$ cat src/rtl/controller.sv
// Multicycle processor controller: a Moore FSM that fetches a 32-bit
// instruction byte by byte, decodes the opcode and sequences the datapath
// through the memory, R-type, branch, jump and add-immediate paths.
// pcen is the only output that also depends on an input (zero).
module controller (
    input  logic       clk,
    input  logic       reset,
    input  logic [5:0] op,
    input  logic       zero,
    output logic       memread,
    output logic       memwrite,
    output logic [3:0] irwrite,
    output logic       iord,
    output logic       pcen,
    output logic [1:0] pcsource,
    output logic       alusrca,
    output logic [1:0] alusrcb,
    output logic [1:0] aluop,
    output logic       regwrite,
    output logic       regdst,
    output logic       memtoreg
);

    typedef enum logic [3:0] {
        FETCH1  = 4'd0,
        FETCH2  = 4'd1,
        FETCH3  = 4'd2,
        FETCH4  = 4'd3,
        DECODE  = 4'd4,
        MEMADR  = 4'd5,
        LBRD    = 4'd6,
        LBWR    = 4'd7,
        SBWR    = 4'd8,
        RTYPEEX = 4'd9,
        RTYPEWR = 4'd10,
        BEQEX   = 4'd11,
        JEX     = 4'd12,
        ADDIEX  = 4'd13,
        ADDIWR  = 4'd14
    } state_t;

    localparam logic [5:0] OP_LB    = 6'b100000;
    localparam logic [5:0] OP_SB    = 6'b101000;
    localparam logic [5:0] OP_RTYPE = 6'b000000;
    localparam logic [5:0] OP_BEQ   = 6'b000100;
    localparam logic [5:0] OP_J     = 6'b000010;
    localparam logic [5:0] OP_ADDI  = 6'b001000;

    state_t state_q, state_d;
    logic   pcwrite, branch;

    // State register, forced to FETCH1 while reset is low.
    always_ff @(posedge clk or negedge reset) begin
        if (!reset) state_q <= FETCH1;
        else        state_q <= state_d;
    end

    // Next-state selection from the current state and opcode.
    always_comb begin
        state_d = FETCH1;
        unique case (state_q)
            FETCH1:  state_d = FETCH2;
            FETCH2:  state_d = FETCH3;
            FETCH3:  state_d = FETCH4;
            FETCH4:  state_d = DECODE;
            DECODE: begin
                case (op)
                    OP_LB, OP_SB: state_d = MEMADR;
                    OP_RTYPE:     state_d = RTYPEEX;
                    OP_BEQ:       state_d = BEQEX;
                    OP_J:         state_d = JEX;
                    OP_ADDI:      state_d = ADDIEX;
                    default:      state_d = FETCH1;
                endcase
            end
            MEMADR: begin
                case (op)
                    OP_LB:   state_d = LBRD;
                    OP_SB:   state_d = SBWR;
                    default: state_d = FETCH1;
                endcase
            end
            LBRD:    state_d = LBWR;
            RTYPEEX: state_d = RTYPEWR;
            ADDIEX:  state_d = ADDIWR;
            default: state_d = FETCH1;
        endcase
    end

    // Per-state datapath controls; everything is held at 0 while reset is low
    // so an instruction in flight cannot emit a write strobe.
    always_comb begin
        memread  = 1'b0;
        memwrite = 1'b0;
        irwrite  = '0;
        iord     = 1'b0;
        pcsource = '0;
        alusrca  = 1'b0;
        alusrcb  = '0;
        aluop    = '0;
        regwrite = 1'b0;
        regdst   = 1'b0;
        memtoreg = 1'b0;
        pcwrite  = 1'b0;
        branch   = 1'b0;
        if (reset) begin
            case (state_q)
                FETCH1, FETCH2, FETCH3, FETCH4: begin
                    memread = 1'b1;
                    irwrite = 4'b0001 << state_q[1:0];
                    alusrcb = 2'b01;
                    pcwrite = 1'b1;
                end
                DECODE:  alusrcb = 2'b11;
                MEMADR, ADDIEX: begin
                    alusrca = 1'b1;
                    alusrcb = 2'b10;
                end
                LBRD: begin
                    memread = 1'b1;
                    iord    = 1'b1;
                end
                LBWR: begin
                    regwrite = 1'b1;
                    memtoreg = 1'b1;
                end
                SBWR: begin
                    memwrite = 1'b1;
                    iord     = 1'b1;
                end
                RTYPEEX: begin
                    alusrca = 1'b1;
                    aluop   = 2'b10;
                end
                RTYPEWR: begin
                    regwrite = 1'b1;
                    regdst   = 1'b1;
                end
                BEQEX: begin
                    alusrca  = 1'b1;
                    aluop    = 2'b01;
                    pcsource = 2'b01;
                    branch   = 1'b1;
                end
                JEX: begin
                    pcwrite  = 1'b1;
                    pcsource = 2'b10;
                end
                ADDIWR:  regwrite = 1'b1;
                default: ;
            endcase
        end
        pcen = pcwrite | (branch & zero);
    end

endmodule

$ cat config.mk
export PLATFORM = sky130hd
export DESIGN_NAME = controller
export DESIGN_NICKNAME = d
export VERILOG_FILES = /design/src/rtl/controller.sv
export SDC_FILE = /design/constraint.sdc
export NUM_CORES = 1
export LEC_CHECK = 0
export CORE_AREA = 2 2 39 41
export CTS_BUF_LIST = sky130_fd_sc_hd__clkbuf_4 sky130_fd_sc_hd__clkbuf_8
export DETAILED_ROUTE_END_ITERATION = 10
export DIE_AREA = 0 0 41 43
export DONT_BUFFER_PORTS = 1
export PLACE_DENSITY = 0.57
export SYNTH_ARGS = -nofsm -noshare
export SYNTH_HDL_FRONTEND = slang
export SYNTH_SLANG_ARGS = --single-unit
$ cat constraint.sdc
create_clock -name clk -period 1.9 [get_ports clk]
set_input_delay 0.285 -clock clk [delete_from_list [all_inputs] [get_ports clk]]
set_output_delay 0.285 -clock clk [all_outputs]
set_load 0.05 [all_outputs]
==> flow_summary.json <==
{
  "status": "completed",
  "synth_top_cell_by_area": "dfrtp_1",
  "slew-limit-headroom_pct": 62.82,
  "worst_pin_slew_ns": 0.5534,
  "synthTopCellsByArea": "dfrtp_1 (19%), nor2_1 (12%), nand2b_1 (7.2%), a21oi_1 (6.7%), buf_4 (5.8%)",
  "largest-register": "state_q",
  "drt_iter0_markers": 19,
  "p_leak_nw": 0.3004,
  "reg_top3": "state_q (4)",
  "dr.pass1.iters": 5,
  "reg2reg_from": "state_q[1]",
  "cp-startpoint": "state_q[3]",
  "cts_max_level": 1,
  "largest_reg_flops": 4,
  "drcViolationCount": 0,
  "final.min_clock_period_ns": 1.777,
  "cap_violations": 0,
  "vdd_drop_max_mv": 0.5228,
  "insertion_delay_ns": 0.23,
  "diodes": 0,
  "timing.rr.end": "state_q[1]",
  "synth_top_area_share_pct": 19.23,
  "skew_ns": 0.005482,
  "final_layout_size_suffix_gt1_share_pct": 30.21,
  "track_usage_pct": 19.44,
  "via_per_inst": 5.616,
  "async_flop_share_pct": 100.0,
  "cts_max_path_buffers": 2,
  "postRouteWirelength_microns": 1424,
  "final.setup.tns_ns": 0,
  "hold_violations": 0,
  "vias": 629,
  "antenna_found_initial": 0,
  "place.port_buffers": 0,
  "coreArea_sq_um": 1384,
  "yosys.cell_count.top_type": "nor2_1",
  "end_kind": "output pin",
  "clockRootBuffer": "clkbuf_4",
  "initial_utilization_pct": 37.61,
  "syn_area_sq_um": 520.5,
  "place.gp.congestion": 0.7744,
  "avgSynthCellArea_sq_um": 6.673,
  "cp.arrival_ns": 1.49,
  "dp_hpwl_microns": 1080,
  "synth_edf_count": 0,
  "overflow": 0,
  "grt_max_degree": 15,
  "crit_fanout": 9,
  "slew_violations": 0,
  "clock-sinks": 4,
  "yosys_warnings": 0,
  "reg2regPathDepth": 4,
  "finalPower_w": 0.0008888,
  "clock.fmax_mhz": 562.7,
  "dieHeight_microns": 43,
  "startpoint_type": "flip-flop",
  "period_share_pct": 93.54,
  "syn-num-nets": 87,
  "fin_worst_hold_slack_ns": 0.3043,
  "power_density_nw_per_um2": 1259,
  "die-area_sq_um": 1763,
  "worstHoldPathType": "input port to flip-flop",
  "io_pins": 27,
  "yosysSeqAreaShare_pct": 19.23,
  "synthTopCellsByCount": "nor2_1 (16), nand2_1 (8), a21oi_1 (7)",
  "setup_violations": 0,
  "cts_tree": "built",
  "nFillCells": 141,
  "rsz0062_at_grt": "false",
  "grt_first_pass_wirelength_microns": 2394,
  "nets": 107,
  "area_growth_pct": 35.58,
  "wire_per_inst_microns": 12.71,
  "ff2ff_setup_slack_ns": 0.29,
  "syn-instance-count": 78,
  "clk_pin_slew_worst_paths_ns": 0.04,
  "required_ns": 1.62,
  "crit_path_end": "iord",
  "grt_pass1_vias": 575,
  "rows": 14,
  "cts_setup_buffers": 0,
  "synth_seq_cells": 4,
  "cts_buffers": 3,
  "synth_flop_cell": "dfrtp_1",
  "path_class": "flip-flop to output pin",
  "ant_nets": 0,
  "die_x_microns": 41,
  "ys_types": 31
}
layer usage:
metal	vias to the layer above	track usage (%)	wire length, microns
li1	315	-	-
met5	-	0	0
met3	2	4.188	101
met2	25	32.81	710
met4	0	8.000	14
met1	287	22.08	596
cell type report:
cell class | count | area, sq um | share of cell area [%]
repair buffers | 21 | 172.7 | 24.47
inverters | 1 | 3.754 | 0.5319
clock buffers | 3 | 22.52 | 3.191
multi-input cells | 67 | 385.4 | 54.61
well taps | 16 | 20.02 | 2.837
flip-flops and latches | 4 | 101.3 | 14.36
where the power goes:
part / switching, W / internal [W] / total [W]
clock network: 0.0000306 / 0.0000703 / 0.000101
logic: 0.000385 / 0.000227 / 0.000611
registers: 0.0000592 / 0.000117 / 0.000176
total: 0.000475 / 0.000414 / 0.000889
logic make-up after synthesis:
| logic type | Yosys count | synth area share (%) |
|---|---|---|
| buffers and inverters | 7 | 8.171 |
| flip-flops | 4 | 19.23 |
| AND/OR/NAND/NOR | 48 | 48.56 |
| AO/OA/AOI/OAI | 19 | 24.04 |
how the worst min path moves through the flow:
stage | end | startpoint | slack (ns) | depth (start not counted)
floorplan | state_q[0] | reset | -0.01 | 0
finish | state_q[3] | op[5] | 0.30 | 2
global placement | state_q[1] | reset | -0.01 | 0
CTS | state_q[3] | op[5] | 0.28 | 2
global route | state_q[3] | op[5] | 0.32 | 2
detailed placement | state_q[2] | reset | -0.01 | 0
metrics by stage:
step                      utilization (%)  setup slack [ns]  instances  instance area (sq um)
final                               50.99            0.1227        112                  705.7
after detailed placement            48.55            0.3418        108                  671.9
after floorplan                         -           0.03866         78                  528.0
after CTS                           50.90            0.1000        112                  704.4
after global placement              48.55            0.3587        108                  671.9
after global routing                50.99           0.03823        112                  705.7
repair_timing:
action                                 4_1_cts  5_1_grt
setup endpoints to repair                    0        1
hold buffers                                 1        0
gates resized for setup                      0        1
endpoints found under the hold margin        4        0
placed cells by master (no fill, tap or decap), types with 2 or more instances in the layout:
| cell type | Yosys | layout |
|---|---|---|
| nor4b_1 | 2 | 2 |
| dfrtp_1 | 4 | 3 |
| a21oi_1 | 7 | 7 |
| nand2_1 | 8 | 8 |
| nor2_1 | 16 | 15 |
| clkbuf_4 | 0 | 3 |
| o21ai_0 | 3 | 3 |
| nand2b_1 | 6 | 6 |
| buf_4 | 4 | 19 |
| nor2b_1 | 2 | 2 |
| nor3_1 | 3 | 3 |
| nand3_1 | 2 | 2 |
worst max-delay path, stage by stage, from the launching register on:
cell       delay, ns
dfrtp_1         0.46
or2b_1          0.28
a2bb2oi_1       0.14
nor3b_2         0.16
buf_4           0.21
Power figures use the tool's default switching activity.
